--- config.mk ---
export PLATFORM = sky130hd
export DESIGN_NAME = frame_config_sequencer
export DESIGN_NICKNAME = d
export VERILOG_FILES = /design/src/rtl/fabric_config_pkg.sv /design/src/rtl/frame_strobe_decoder.sv /design/src/rtl/frame_config_sequencer.sv
export SDC_FILE = /design/constraint.sdc
export NUM_CORES = 1
export LEC_CHECK = 0
export CORE_AREA = 2 2 294 296
export DETAILED_ROUTE_END_ITERATION = 6
export DIE_AREA = 0 0 296 298
export PLACE_DENSITY = 0.62
export SKIP_LAST_GASP = 1
export SLEW_MARGIN = 20
export SYNTH_ARGS = -nofsm -noshare
export SYNTH_HDL_FRONTEND = slang
export SYNTH_SLANG_ARGS = --single-unit
--- constraint.sdc ---
create_clock -name CLK -period 3.8 [get_ports CLK]
set_clock_uncertainty 0.2 [all_clocks]
set_input_delay 0.57 -clock CLK [delete_from_list [all_inputs] [get_ports CLK]]
set_output_delay 0.57 -clock CLK [all_outputs]
set_load 0.01 [all_outputs]
--- src/rtl/fabric_config_pkg.sv ---
// Shared constants and types for the frame configuration sequencer.
package fabric_config_pkg;

   localparam logic [31:0] SYNC_WORD   = 32'hFAB0_FAB1;
   localparam logic [31:0] DESYNC_WORD = 32'hFAB0_FAB0;

   // Header field positions: column in [15:8], frame in [4:0]; other bits are don't-care.
   localparam int HDR_COL_LSB   = 8;
   localparam int HDR_COL_MSB   = 15;
   localparam int HDR_FRAME_LSB = 0;
   localparam int HDR_FRAME_MSB = 4;
   localparam int HDR_COL_W     = HDR_COL_MSB - HDR_COL_LSB + 1;
   localparam int HDR_FRAME_W   = HDR_FRAME_MSB - HDR_FRAME_LSB + 1;

   typedef enum logic [1:0] {
      IDLE,
      HEADER,
      DATA
   } cfg_state_t;

endpackage

--- src/rtl/frame_strobe_decoder.sv ---
// Turns a (column, frame, fire) request into a registered one-hot frame write pulse.
module frame_strobe_decoder
   import fabric_config_pkg::*;
#(
   parameter int NumberOfCols    = 10,
   parameter int MaxFramesPerCol = 20
) (
   input  logic                                    clk,
   input  logic                                    reset,
   input  logic                                    fire,
   input  logic [HDR_COL_W-1:0]                    col,
   input  logic [HDR_FRAME_W-1:0]                  frame,
   output logic [NumberOfCols*MaxFramesPerCol-1:0] strobe
);

   logic [NumberOfCols*MaxFramesPerCol-1:0] strobe_next;

   // Full-width compare per bit, so an out-of-range address can never alias onto a legal strobe.
   always_comb begin
      strobe_next = '0;
      for (int c = 0; c < NumberOfCols; c++) begin
         for (int f = 0; f < MaxFramesPerCol; f++) begin
            if (fire && (int'(col) == c) && (int'(frame) == f)) begin
               strobe_next[c*MaxFramesPerCol+f] = 1'b1;
            end
         end
      end
   end

   // Registered so the pulse lasts exactly one cycle and is glitch-free at the tile latches.
   always_ff @(posedge clk) begin
      if (reset) begin
         strobe <= '0;
      end else begin
         strobe <= strobe_next;
      end
   end

endmodule

--- src/rtl/frame_config_sequencer.sv ---
// Parses the configuration word stream into frame packets and writes them into the fabric.
//
//  state  | meaning
//  IDLE   | waiting for SYNC, all other words discarded
//  HEADER | expecting a packet header, DESYNC or a redundant SYNC
//  DATA   | collecting NumberOfRows data words of the current packet
module frame_config_sequencer
   import fabric_config_pkg::*;
#(
   parameter int NumberOfRows    = 16,
   parameter int NumberOfCols    = 10,
   parameter int FrameBitsPerRow = 32,
   parameter int MaxFramesPerCol = 20
) (
   input  logic                                    CLK,
   input  logic                                    reset,
   input  logic [31:0]                             WriteData,
   input  logic                                    WriteStrobe,
   output logic [NumberOfRows*FrameBitsPerRow-1:0] FrameData,
   output logic [NumberOfCols*MaxFramesPerCol-1:0] FrameStrobe,
   output logic                                    ConfigActive,
   output logic                                    ConfigDone,
   output logic                                    ConfigError
);

   localparam int              RowW    = (NumberOfRows > 1) ? $clog2(NumberOfRows) : 1;
   localparam logic [RowW-1:0] LastRow = RowW'(NumberOfRows - 1);

   cfg_state_t             state;
   logic [RowW-1:0]        row_cnt;
   logic                   drop;
   logic [HDR_COL_W-1:0]   col_q;
   logic [HDR_FRAME_W-1:0] frame_q;

   logic [HDR_COL_W-1:0]   hdr_col;
   logic [HDR_FRAME_W-1:0] hdr_frame;
   logic                   hdr_bad;
   logic                   fire;

   assign hdr_col   = WriteData[HDR_COL_MSB:HDR_COL_LSB];
   assign hdr_frame = WriteData[HDR_FRAME_MSB:HDR_FRAME_LSB];
   assign hdr_bad   = (int'(hdr_col) >= NumberOfCols) || (int'(hdr_frame) >= MaxFramesPerCol);

   // The strobe request is raised on the edge that accepts the last row of a kept packet.
   assign fire = WriteStrobe && (state == DATA) && (row_cnt == LastRow) && !drop;

   // Packet parser: state, row counter, frame assembly and sticky status flags.
   always_ff @(posedge CLK) begin
      if (reset) begin
         state        <= IDLE;
         row_cnt      <= '0;
         drop         <= 1'b0;
         col_q        <= '0;
         frame_q      <= '0;
         FrameData    <= '0;
         ConfigActive <= 1'b0;
         ConfigDone   <= 1'b0;
         ConfigError  <= 1'b0;
      end else if (WriteStrobe) begin
         case (state)
            IDLE: begin
               if (WriteData == SYNC_WORD) begin
                  state        <= HEADER;
                  ConfigActive <= 1'b1;
                  ConfigDone   <= 1'b0;
                  ConfigError  <= 1'b0;
               end
            end
            HEADER: begin
               if (WriteData == DESYNC_WORD) begin
                  state        <= IDLE;
                  ConfigActive <= 1'b0;
                  ConfigDone   <= 1'b1;
               end else if (WriteData != SYNC_WORD) begin
                  col_q   <= hdr_col;
                  frame_q <= hdr_frame;
                  drop    <= hdr_bad;
                  row_cnt <= '0;
                  state   <= DATA;
                  if (hdr_bad) begin
                     ConfigError <= 1'b1;
                  end
               end
            end
            DATA: begin
               // Dropped packets still consume their data words to stay aligned with the stream.
               if (!drop) begin
                  FrameData[row_cnt*FrameBitsPerRow +: FrameBitsPerRow] <= WriteData[FrameBitsPerRow-1:0];
               end
               if (row_cnt == LastRow) begin
                  row_cnt <= '0;
                  state   <= HEADER;
               end else begin
                  row_cnt <= row_cnt + RowW'(1);
               end
            end
            default: state <= IDLE;
         endcase
      end
   end

   frame_strobe_decoder #(
      .NumberOfCols    (NumberOfCols),
      .MaxFramesPerCol (MaxFramesPerCol)
   ) u_strobe (
      .clk    (CLK),
      .reset  (reset),
      .fire   (fire),
      .col    (col_q),
      .frame  (frame_q),
      .strobe (FrameStrobe)
   );

endmodule

==> metrics.yaml <==
outcome: "finished, final reports clean"
start_util_pct: 32.21
cts_resized: 0
final-max-slew-violation-count: 0
tritoncts: "yes"
cts.clk_slew.worst_paths_ns: 0.06
wl_per_cell_um: 24.52
final_nets: 3607
startpoint_type: "flip-flop"
hold_buffers: 0
period_minus_slack_ns: 2.995
tns_ns: 0
grt_pass1_vias: 23090
p_leak_uw: 0.01344
route.vias.total: 24650
crit_start: "row_cnt[1]"
gp_congestion: 0.8319
relSlewSlack_pct: 18.64
synth_cell_type_count: 58
core_area_mm2: 0.08488
reg2reg_from: "row_cnt[1]"
finalCritPeriodShare_pct: 78.83
worstReg2RegEnd: "FrameData[438]"
initialDrtViolationCount: 2239
path_class: "reg2reg"
wl_met3_um: 9870
ys_seq_area_share_pct: 53.82
async_flop_share_pct: 0
drcViolationCount: 0
die_x_um: 296
pwr_density_cell_mw_per_mm2: 421.8
post_cts_buffers: 0
ys.flop_type: "dfxtp_1"
antenna_found_initial: 4
dr.pass1.iters: 5
fp-row-count: 107
crit_fanout: 44
clock_path_buffers: 3
ctsRootBufferMaster: "clkbuf_16"
worst-endpoint-required_ns: 4.12
grt_max_degree: 251
synth-seq-cells: 735
layout.cells.most_common: "clkdlybuf4s50_1"
syn_nets: 2999
maxCapViolCount: 0
syn_inst: 2961
wirelength_um: 117100
cts_max_level: 3
critPathCaptureType: "flip-flop"
yosysWarnings: 0
syn_area_per_cell_um2: 9.234
viasPerCell: 5.161
layout-drive-gt1-share_pct: 7.599
grt_pass1_wl_um: 166100
die_h_um: 298
final_cell_mix: "clkdlybuf4s50_1, dfxtp_1, o21ai_0, nand2b_1, nand4_1"
clkLatencyLatePin_ns: 0.63
hold_path.class: "in2reg"
rr_worst_depth: 7
dp_hpwl_um: 75060
arrival_ns: 3.32
ios: 750
cts_made_buffers: 81
synth_edf_count: 0
antenna_cells: 0
rsz0062_at_grt: "no"
grt-ovfl-total: 0
setup_viol: 0
grt_usage_pct: 25.28
final_core_util_pct: 45.68
wl_met2_um: 55900
maxUsedRoutingLayer: "met5"
peakVddDrop_uv: 385.4
final_hold_viol_count: 0
n_fill_cell: 8194
timing.fmax_ghz: 0.3338
cts.sinks: 735
drtAntennaViolNets: 0
worst_pin_slew_ns: 1.220
portBuffers: 749
endpoint: "FrameData[438]"
syn_to_final_growth_pct: 41.82
die_area_mm2: 0.08821
met1_length_um: 46920
rrSetupSlack_ns: 0.80
syn-cell-area_mm2: 0.02734
==> per-layer routing <==
layer	GRT usage (%)	vias to the layer above
met1	31.23	11900
li1	-	11470
met4	9.283	2
met2	42.12	1065
met5	0	-
met3	6.595	208
==> cell type report <==
class	instances	area (um2)	area share, %
multi-input cells	1902	11500	29.66
inverters	6	22.52	0.05808
clock inverters	29	350.3	0.9035
flip-flops and latches	735	14710	37.95
well taps	1144	1431	3.692
clock buffers	117	2404	6.199
repair buffers	843	8353	21.54
==> report_power, final <==
group / internal, uW / leakage (uW) / switching (uW) / total [uW]
clock: 4710 / 0.00136 / 3390 / 8110
sequential: 7720 / 0.00592 / 11.5 / 7730
combinational: 137 / 0.00616 / 384 / 521
==> cell families (layout without fill, tap and decap cells) <==
| logic type | Yosys count | in the layout | share of synthesized area (%) |
|---|---|---|---|
| DFF | 735 | 735 | 53.82 |
| adders and majority gates | 3 | 3 | 0.1373 |
| buffers and inverters | 324 | 995 | 4.773 |
| AOI/OAI and AO/OA | 637 | 637 | 12.64 |
| xor gates and xnor gates | 2 | 2 | 0.09155 |
| muxes | 198 | 198 | 7.249 |
| and+or+nand+nor | 1062 | 1062 | 21.29 |
==> state kept, by name (all words and copies together), names as in the netlist <==
register / cells
col_q: 8
ConfigDone: 1
ConfigError: 1
ConfigActive: 1
drop: 1
FrameData: 512
row_cnt: 4
u_strobe.strobe: 200
frame_q: 5
state: 2
==> cell usage after synthesis (all sizes together) (4+ instances only) <==
cell type | instances | share of area [%]
clkbuf | 259 | 3.6
buf | 59 | 1.1
nand4 | 213 | 4.9
a22o | 32 | 1.0
nand4b | 24 | 0.77
o31ai | 19 | 0.52
dfxtp | 735 | 54
inv | 6 | 0.082
nand2b | 227 | 5.2
nor4b | 5 | 0.21
nor3b | 6 | 0.18
o22ai | 4 | 0.092
o21ai | 365 | 6.7
and2 | 4 | 0.092
mux2i | 198 | 7.2
a21oi | 199 | 3.6
or4 | 9 | 0.25
nor3 | 23 | 0.46
nor4 | 5 | 0.14
nor2b | 104 | 2.4
nand3 | 43 | 0.79
nand3b | 6 | 0.16
nor2 | 216 | 3.0
nand2 | 163 | 2.2
==> through the flow <==
| step | cell area (um2) | total power, uW | hold WS, ns | setup WS, ns | instances |
|---|---|---|---|---|---|
| 6_report | 38770 | 16360 | 0.1676 | 0.8045 | 4776 |
| 3_3_place_gp | 35990 | 8418 | 0.2563 | 0.7277 | 4629 |
| 4_1_cts | 38750 | 16460 | 0.1284 | 0.8308 | 4775 |
| 2_1_floorplan | 27340 | 8116 | 0.2557 | 1.289 | 2961 |
| 5_1_grt | 38770 | 16770 | 0.1468 | 0.6321 | 4776 |
| 3_5_place_dp | 35990 | 8417 | 0.2606 | 0.6871 | 4629 |
==> worst min-delay path by stage <==
stage	from	endpoint	cells after the start
5_1_grt	reset	FrameData[452]	2
3_5_place_dp	FrameData[183]	FrameData[183]	2
6_report	reset	FrameData[452]	2
3_3_place_gp	FrameData[134]	FrameData[134]	2
2_1_floorplan	col_q[6]	col_q[6]	2
4_1_cts	reset	FrameData[452]	2
==> worst max-delay path, stage by stage, from the launching register on <==
cell,delay (ns)
dfxtp_1,0.55
inv_1,0.08
ha_1,0.33
nor3b_1,0.22
or4b_4,0.76
nand2b_1,0.24
buf_4,0.25
o21ai_0,0.25
Power figures use the tool's default switching activity.
